<file path="src/rtl/hazard_stall_ctrl_if.sv">
// hazard_stall_ctrl_if: ID/EX/MEM hazard inputs and divider handshake for the interlock controller
interface hazard_stall_ctrl_if;
  logic       id_valid;
  logic [4:0] id_rj;
  logic [4:0] id_rkd;
  logic       id_use_rj;
  logic       id_use_rkd;
  logic       id_is_div;
  logic       ex_valid;
  logic       ex_is_load;
  logic [4:0] ex_dest;
  logic       mem_valid;
  logic       mem_is_load;
  logic [4:0] mem_dest;
  logic       br_flush;
  logic       div_done;
  logic       id_stall;
  logic       div_start;
  logic       div_cancel;
  logic       div_busy;
  logic       div_err;
  logic [15:0] stall_cnt;
  modport slave (
    input  id_valid, id_rj, id_rkd, id_use_rj, id_use_rkd, id_is_div,
    input  ex_valid, ex_is_load, ex_dest, mem_valid, mem_is_load, mem_dest,
    input  br_flush, div_done,
    output id_stall, div_start, div_cancel, div_busy, div_err, stall_cnt
  );
  modport master (
    output id_valid, id_rj, id_rkd, id_use_rj, id_use_rkd, id_is_div,
    output ex_valid, ex_is_load, ex_dest, mem_valid, mem_is_load, mem_dest,
    output br_flush, div_done,
    input  id_stall, div_start, div_cancel, div_busy, div_err, stall_cnt
  );
endinterface

</file>
<file path="src/rtl/hazard_stall_ctrl.sv">
// hazard_stall_ctrl: load-use interlock and multi-cycle divider sequencing for the ID stage
module hazard_stall_ctrl #(
  parameter int DIV_TMO = 64
) (
  input  logic                 clk,
  input  logic                 resetn,
  hazard_stall_ctrl_if.slave   bus
);
  localparam int CW = $clog2(DIV_TMO) + 1;
  typedef enum logic [1:0] {IDLE, START, WAIT, DONE} state_t;
  state_t        state_q, state_d;
  logic [CW-1:0] cyc_q, cyc_d;
  logic          err_q, err_d;
  logic [15:0]   cnt_q, cnt_d;
  logic          hit_ex, hit_mem, lu_stall, launch, in_flight, timeout, stall;
  // Hazard detection, divider next state, timeout and stall counter
  always_comb begin
    hit_ex    = bus.ex_valid & bus.ex_is_load & (bus.ex_dest != 5'd0) &
                ((bus.id_use_rj & (bus.ex_dest == bus.id_rj)) | (bus.id_use_rkd & (bus.ex_dest == bus.id_rkd)));
    hit_mem   = bus.mem_valid & bus.mem_is_load & (bus.mem_dest != 5'd0) &
                ((bus.id_use_rj & (bus.mem_dest == bus.id_rj)) | (bus.id_use_rkd & (bus.mem_dest == bus.id_rkd)));
    lu_stall  = bus.id_valid & (hit_ex | hit_mem);
    in_flight = (state_q == START) | (state_q == WAIT);
    launch    = (state_q == IDLE) & bus.id_valid & bus.id_is_div & ~lu_stall & ~bus.br_flush;
    timeout   = (state_q == WAIT) & ~bus.br_flush & ~bus.div_done & (cyc_q == CW'(DIV_TMO - 1));
    stall     = lu_stall | (in_flight & ~bus.br_flush) | launch;
    state_d   = ((in_flight | (state_q == DONE)) & bus.br_flush) ? IDLE :
                launch             ? START :
                (state_q == START) ? WAIT :
                (state_q == WAIT)  ? (bus.div_done ? DONE : timeout ? IDLE : WAIT) :
                                     IDLE;
    cyc_d     = launch ? '0 : (state_q == WAIT) ? cyc_q + 1'b1 : cyc_q;
    err_d     = err_q | timeout;
    cnt_d     = (stall & (cnt_q != 16'hFFFF)) ? cnt_q + 16'd1 : cnt_q;
  end
  // State, timeout counter, sticky error and stall counter registers
  always_ff @(posedge clk or negedge resetn) begin
    if (!resetn) begin
      state_q <= IDLE;
      cyc_q   <= '0;
      err_q   <= 1'b0;
      cnt_q   <= 16'd0;
    end else begin
      state_q <= state_d;
      cyc_q   <= cyc_d;
      err_q   <= err_d;
      cnt_q   <= cnt_d;
    end
  end
  // Combinational outputs are masked while in reset so every output reads 0
  assign bus.id_stall   = resetn & stall;
  assign bus.div_cancel = resetn & ((in_flight & bus.br_flush) | timeout);
  assign bus.div_start  = (state_q == START);
  assign bus.div_busy   = (state_q != IDLE);
  assign bus.div_err    = err_q;
  assign bus.stall_cnt  = cnt_q;
endmodule
</file>
<file path="src/flat_wrapper.sv">
// flat-port wrapper written by rule: the top's interface ports become plain ports
module hazard_stall_ctrl_flat 
#(
  parameter int DIV_TMO = 64
)
  (clk, resetn, bus_id_valid, bus_id_rj, bus_id_rkd, bus_id_use_rj, bus_id_use_rkd, bus_id_is_div, bus_ex_valid, bus_ex_is_load, bus_ex_dest, bus_mem_valid, bus_mem_is_load, bus_mem_dest, bus_br_flush, bus_div_done, bus_id_stall, bus_div_start, bus_div_cancel, bus_div_busy, bus_div_err, bus_stall_cnt);
  hazard_stall_ctrl_if bus_i ();
  input  logic clk;
  input  logic resetn;
  input wire logic [$bits(bus_i.id_valid)-1:0] bus_id_valid;
  input wire logic [$bits(bus_i.id_rj)-1:0] bus_id_rj;
  input wire logic [$bits(bus_i.id_rkd)-1:0] bus_id_rkd;
  input wire logic [$bits(bus_i.id_use_rj)-1:0] bus_id_use_rj;
  input wire logic [$bits(bus_i.id_use_rkd)-1:0] bus_id_use_rkd;
  input wire logic [$bits(bus_i.id_is_div)-1:0] bus_id_is_div;
  input wire logic [$bits(bus_i.ex_valid)-1:0] bus_ex_valid;
  input wire logic [$bits(bus_i.ex_is_load)-1:0] bus_ex_is_load;
  input wire logic [$bits(bus_i.ex_dest)-1:0] bus_ex_dest;
  input wire logic [$bits(bus_i.mem_valid)-1:0] bus_mem_valid;
  input wire logic [$bits(bus_i.mem_is_load)-1:0] bus_mem_is_load;
  input wire logic [$bits(bus_i.mem_dest)-1:0] bus_mem_dest;
  input wire logic [$bits(bus_i.br_flush)-1:0] bus_br_flush;
  input wire logic [$bits(bus_i.div_done)-1:0] bus_div_done;
  output wire logic [$bits(bus_i.id_stall)-1:0] bus_id_stall;
  output wire logic [$bits(bus_i.div_start)-1:0] bus_div_start;
  output wire logic [$bits(bus_i.div_cancel)-1:0] bus_div_cancel;
  output wire logic [$bits(bus_i.div_busy)-1:0] bus_div_busy;
  output wire logic [$bits(bus_i.div_err)-1:0] bus_div_err;
  output wire logic [$bits(bus_i.stall_cnt)-1:0] bus_stall_cnt;
  assign bus_i.id_valid = bus_id_valid;
  assign bus_i.id_rj = bus_id_rj;
  assign bus_i.id_rkd = bus_id_rkd;
  assign bus_i.id_use_rj = bus_id_use_rj;
  assign bus_i.id_use_rkd = bus_id_use_rkd;
  assign bus_i.id_is_div = bus_id_is_div;
  assign bus_i.ex_valid = bus_ex_valid;
  assign bus_i.ex_is_load = bus_ex_is_load;
  assign bus_i.ex_dest = bus_ex_dest;
  assign bus_i.mem_valid = bus_mem_valid;
  assign bus_i.mem_is_load = bus_mem_is_load;
  assign bus_i.mem_dest = bus_mem_dest;
  assign bus_i.br_flush = bus_br_flush;
  assign bus_i.div_done = bus_div_done;
  assign bus_id_stall = bus_i.id_stall;
  assign bus_div_start = bus_i.div_start;
  assign bus_div_cancel = bus_i.div_cancel;
  assign bus_div_busy = bus_i.div_busy;
  assign bus_div_err = bus_i.div_err;
  assign bus_stall_cnt = bus_i.stall_cnt;
  hazard_stall_ctrl #(.DIV_TMO(DIV_TMO)) u_core (.clk(clk), .resetn(resetn), .bus(bus_i));
endmodule
</file>
<file path="config.mk">
export PLATFORM = sky130hd
export DESIGN_NAME = hazard_stall_ctrl_flat
export DESIGN_NICKNAME = d
export VERILOG_FILES = /design/src/rtl/hazard_stall_ctrl_if.sv /design/src/rtl/hazard_stall_ctrl.sv /design/src/flat_wrapper.sv
export SDC_FILE = /design/constraint.sdc
export NUM_CORES = 1
export LEC_CHECK = 0
export CORE_UTILIZATION = 49
export DETAILED_ROUTE_END_ITERATION = 8
export PLACE_DENSITY = 0.85
export SYNTH_ARGS = -nofsm -noshare
export SYNTH_HDL_FRONTEND = slang
export SYNTH_SLANG_ARGS = --single-unit
</file>
<file path="constraint.sdc">
create_clock -name clk -period 4.4 [get_ports clk]
set_clock_uncertainty 0.2 [all_clocks]
set_input_delay 0.66 -clock clk [delete_from_list [all_inputs] [get_ports clk]]
set_output_delay 0.66 -clock clk [all_outputs]
set_load 0.02 [all_outputs]
</file>
==> Word level (Yosys, flattened, before mapping) <==
Index checks and enable logic that the tools add are counted.
W data, S select, Z words.
{ "word_totals": {"register_bits": 26, "input_bits": 32} }
{ "classes": {"n_addsub": 2, "n_eq_ne": 9, "muxes": 8, "bitwise": 36, "n_reduce_logical": 5} }
{ "ops": {"columns": ["cell", "count"], "rows": [
  ["$and A1 B1 Y1", 24],
  ["$eq A5 B5 Y1", 4],
  ["$add A16 B1 Y16 const B", 1],
  ["$ne A16 B16 Y1 const B", 1],
  ["$mux W7", 2],
  ["$mux W2", 6],
  ["$reduce_bool A5 Y1", 2],
  ["$or A1 B1 Y1", 9],
  ["$add A7 B1 Y7 const B", 1],
  ["$eq A7 B6 Y1 const B", 1],
  ["$eq A2 B2 Y1 const B", 2],
  ["$reduce_bool A2 Y1", 2],
  ["$not A1 Y1", 3],
  ["$eq A2 B1 Y1 const B", 1],
  ["$logic_not A2 Y1", 1]
]} }

==> Longest topological paths before layout <==
{ "logic_depth": {"depth_word": 11, "mapped_depth": 8, "depth_no_buf": 7} }

==> Least setup slack after synthesis <==
OpenSTA, ideal clock, no wires.
{ "synth_timing": {"kind": "input-to-output", "startpoint": "input bus_mem_dest[1]", "endpoint": "output bus_id_stall", "arrival_time_ns": 2.162, "setup_slack_ns": 1.378, "stages": 6, "cell_sequence": "or3_1 o311a_1 and2_1 a221oi_4 buf_4 nor2b_1"} }
{ "synth_between": {"elab_chain_len": 11, "elab_cells_between_ends": 16, "cone_classes": "eq/ne (2); bitwise (13); reduce/logical (1)"} }
{ "synth_rtl": {"columns": ["item", "line", "rtl"], "rows": [
  ["start, declared", "flat_wrapper.sv:21", "input wire logic [$bits(bus_i.mem_dest)-1:0] bus_mem_dest;"],
  ["$eq A5 B5 Y1", "hazard_stall_ctrl.sv:21", "((bus.id_use_rj & (bus.mem_dest == bus.id_rj)) | (bus.id_use_rkd & (bus.mem_dest == bus.id_rkd)));"],
  ["$and A1 B1 Y1", "hazard_stall_ctrl.sv:21", null],
  ["$or A1 B1 Y1", "hazard_stall_ctrl.sv:21", null],
  ["$and A1 B1 Y1 *", "hazard_stall_ctrl.sv:20", "hit_mem = bus.mem_valid & bus.mem_is_load & (bus.mem_dest != 5'd0) &"],
  ["$or A1 B1 Y1 *", "hazard_stall_ctrl.sv:22", "lu_stall = bus.id_valid & (hit_ex | hit_mem);"],
  ["$and A1 B1 Y1 *", "hazard_stall_ctrl.sv:22", null],
  ["$not A1 Y1", "hazard_stall_ctrl.sv:24", "launch = (state_q == IDLE) & bus.id_valid & bus.id_is_div & ~lu_stall & ~bus.br_flush;"],
  ["$and A1 B1 Y1 (2 in a row)", "hazard_stall_ctrl.sv:24", null],
  ["$or A1 B1 Y1 *", "hazard_stall_ctrl.sv:26", "stall = lu_stall | (in_flight & ~bus.br_flush) | launch;"],
  ["$and A1 B1 Y1 *", "hazard_stall_ctrl.sv:51", "assign bus.id_stall = resetn & stall;"],
  ["end, declared", "flat_wrapper.sv:24", "output wire logic [$bits(bus_i.id_stall)-1:0] bus_id_stall;"]
]} }
Mark *: on every way between the ends. The rest lies on a longest branch, timed or not.

==> Worst setup path in the final report <==
Same ends and word-level chain as after synthesis.

==> results.sh <==
export IMPL_vias=1405
export IMPL_antenna_cells=0
export IMPL_numPortBuffers=52
export IMPL_n_fill_cell=229
export IMPL_critPathMaxStageDelay_ns=0.55
export IMPL_drv_cap=0
export IMPL_wl_per_cell_um=14.3
export IMPL_synth_ff_latch_count=26
export IMPL_period_needed_ns=3.84
export IMPL_ys_flop_type="dfrtp_1"
export IMPL_crit_path_top_delay_cell="clkdlybuf4s50_1"
export IMPL_start_util_pct=52.2
export IMPL_area_growth_syn_to_layout_pct=37.7
export IMPL_crit_start="bus_mem_dest[1]"
export IMPL_fin_crit_sh_pct=87.2
export IMPL_yosysUniqueCellTypes=34
export IMPL_dr_wl_met2_um=1770
export IMPL_finalWirelength_um=3740
export IMPL_wl_met3_um=256
export IMPL_whs_ns=0.284
export IMPL_switchingPower_w=0.000339
export IMPL_boundaryPins=53
export IMPL_highest_layer="met4"
export IMPL_wl_met1_um=1680
export IMPL_dp_slack_ns=0.567
export IMPL_worstMarginPinSlew_ns=0.796
export IMPL_gp_congestion=0.785
export IMPL_cp_required_ns=3.54
export IMPL_ant_nets=0
export IMPL_htreeDepth=1
export IMPL_combPwrFrac_pct=46.9
export IMPL_grt_max_degree=16
export IMPL_fp_dieW_um=59.2
export IMPL_cp_end_kind="primary output"
export IMPL_clk_latency_ns=0.32
export IMPL_cts_sinks=26
export IMPL_final_setup_viol_count=0
export IMPL_routed_via_density=5.36
export IMPL_cts_root_buf="clkbuf_4"
export IMPL_p_sw_share_pct=38.6
export IMPL_cts_buffers_inserted=3
export IMPL_final_core_util_pct=71.8
export IMPL_rsz0062_at_grt="false"
export IMPL_drcViolationCount=0
export IMPL_cellPowerDensity_nw_per_um2=398
export IMPL_drt_initial_drc_count=56
export IMPL_grt_ovfl_total=0
export IMPL_slew_headroom_pct=46.7
export IMPL_yosys_warnings=0
export IMPL_outcome="finished clean"
export IMPL_async_flop_share_pct=100
export IMPL_power_frac_clock_pct=11.6
export IMPL_seqPwrFrac_pct=41.5
export IMPL_cts_resized_gates=0
export IMPL_critPathMostFrequentCell="clkdlybuf4s50_1"
export IMPL_hold_viol=0
export IMPL_die_y_um=59.2
export IMPL_cts_tree="done"
export IMPL_fmax_mhz=261
export IMPL_die_area_um2=3510
export IMPL_avgSynthCellArea_um2=9.85
export IMPL_path_clk_slew_ns=0.14
export IMPL_cts_setup_buffers=0
export IMPL_nets=258
export IMPL_crit_path_max_fanout=3
export IMPL_grt_pass1_vias=1408
export IMPL_r2r_start="u_core.bus.stall_cnt[0]$_DFFE_PN0P_"
export IMPL_grt_pass1_wl_um=6130
export IMPL_grt_antenna_before_repair=0
export IMPL_arrival_ns=2.98
export IMPL_synth_edf_count=0
export IMPL_dr_pass1_iters=6
export IMPL_criticalPathCategory="primary input to primary output"
export IMPL_syn_nets=201
export IMPL_seq_area_frac_synth_pct=40.5
export IMPL_crit_chain="clkdlybuf4s50_1, or3_1, o311a_1, and2_1, a221oi_4, nor2b_1, clkdlybuf4s50_1"
export IMPL_dpl_hpwl_um=2890
export IMPL_num_rows=20
export IMPL_synth_area_um2=1610
export IMPL_synthesis_instances=163
export IMPL_core_area_um2=3080
export IMPL_cts_hold_buffers=0
export IMPL_drive_above_1_share_pct=5.50
export IMPL_p_int_w=0.000541
export IMPL_fin_setup_tns_ns=0
export IMPL_p_leak_nw=0.873
export IMPL_ir_worst_vdd_v=0.000336
export IMPL_min_path_type="flip-flop to flip-flop"
export IMPL_maxSlewViolCount=0
export IMPL_track_usage_pct=22.8
export IMPL_fin_ws_ns=0.564
export IMPL_cts_path_max_buffers=2
export IMPL_worstHoldStart="u_core.bus.div_err$_DFF_PN0_"
export IMPL_start_kind="primary input"
-- placed cells by master, fill, tap and decap left out, types with 5 or more instances in the layout --
master           Yosys  layout
clkdlybuf4s50_1      0      52
nor3_1               6       6
nor2_1              12      12
ha_1                 6       6
inv_1                5       5
nand4_1              9       9
nand2_1             18      18
dfrtp_1             26      26
xnor2_1             24      24
xor2_1              14      14
-- final cells by class --
class | count | area (um^2) | area share, %
multi-input cells | 129 | 921 | 41.7
flip-flops and latches | 26 | 651 | 29.4
repair buffers | 55 | 543 | 24.6
well taps | 44 | 55.1 | 2.49
clock buffers | 3 | 22.5 | 1.02
inverters | 5 | 18.8 | 0.849
-- routing by layer --
| metal | up-vias | global-route usage (%) |
|---|---|---|
| li1 | 676 | - |
| met1 | 663 | 29.3 |
| met2 | 62 | 39.5 |
| met3 | 4 | 2.84 |
| met4 | 0 | 7.82 |
| met5 | - | 0 |
-- worst max-delay path: cells and delay by family --
kind                   cells  cell delay (ns)
buffers and inverters      2             1.02
AND/OR/NAND/NOR            3             0.70
AO/OA/AOI/OAI              2             0.60
-- synth_stat cells, types with 2 or more instances --
| cell | number | area share (%) |
|---|---|---|
| a21oi_1 | 2 | 0.62 |
| and2_1 | 2 | 0.78 |
| clkbuf_1 | 2 | 0.47 |
| dfrtp_1 | 26 | 41 |
| ha_1 | 6 | 4.7 |
| inv_1 | 5 | 1.2 |
| mux2_2 | 3 | 2.1 |
| nand2_1 | 18 | 4.2 |
| nand3_1 | 4 | 1.2 |
| nand4_1 | 9 | 3.5 |
| nor2_1 | 12 | 2.8 |
| nor3_1 | 6 | 1.9 |
| nor3b_1 | 2 | 0.94 |
| nor4_1 | 4 | 1.6 |
| o22ai_1 | 2 | 0.78 |
| o311a_1 | 2 | 1.2 |
| o31ai_1 | 2 | 0.94 |
| or3_1 | 4 | 1.6 |
| xnor2_1 | 24 | 13 |
| xor2_1 | 14 | 7.6 |
-- worst paths after layout --
kind,end,slack [ns],depth (start not counted)
worst max-delay path,bus_id_stall,0.56,7
worst min register to register,u_core.bus.div_err$_DFF_PN0_,0.28,1
min in group asynchronous,u_core.cyc_q[5]$_DFFE_PN0P_,0.44,1
max in group asynchronous,u_core.bus.stall_cnt[6]$_DFFE_PN0P_,3.06,2
worst min-delay path,u_core.bus.div_err$_DFF_PN0_,0.28,1
worst max register to register,u_core.bus.stall_cnt[1]$_DFFE_PN0P_,1.69,7
-- power by group through the flow --
stage / registers, W / logic [W] / clock network (W)
6_report: 0.000365 / 0.000413 / 0.000102
5_1_grt: 0.000375 / 0.000456 / 0.000113
4_1_cts: 0.000365 / 0.000417 / 0.000102
3_5_place_dp: 0.000369 / 0.000413 / 0
3_3_place_gp: 0.000364 / 0.000405 / 0
2_1_floorplan: 0.000403 / 0.000197 / 0
-- cell families (layout without fill, tap and decap cells) --
group / after synthesis / after routing / synth area share, %
AND/OR/NAND/NOR: 68 / 68 / 22.0
XOR/XNOR: 38 / 38 / 20.7
flip-flops: 26 / 26 / 40.5
AO/OA/AOI/OAI: 13 / 13 / 7.25
buffers and inverters: 8 / 63 / 2.10
adder cells (fa/ha/maj): 6 / 6 / 4.68
multiplexers: 4 / 4 / 2.73
-- registers in the layout, indices dropped and copies added (netlist names) --
| register | cells |
|---|---|
| u_core.bus.div_err | 1 |
| u_core.cyc_q | 7 |
| u_core.bus.stall_cnt | 16 |
| u_core.state_q | 2 |
-- metrics by stage --
step	power [W]	cells	instance area, um^2
final	0.000880	262	2210
after global routing	0.000944	262	2210
after CTS	0.000884	262	2210
after detailed placement	0.000783	259	2190
after global placement	0.000769	259	2190
after floorplan	0.000600	163	1610
Power figures use the tool's default switching activity.
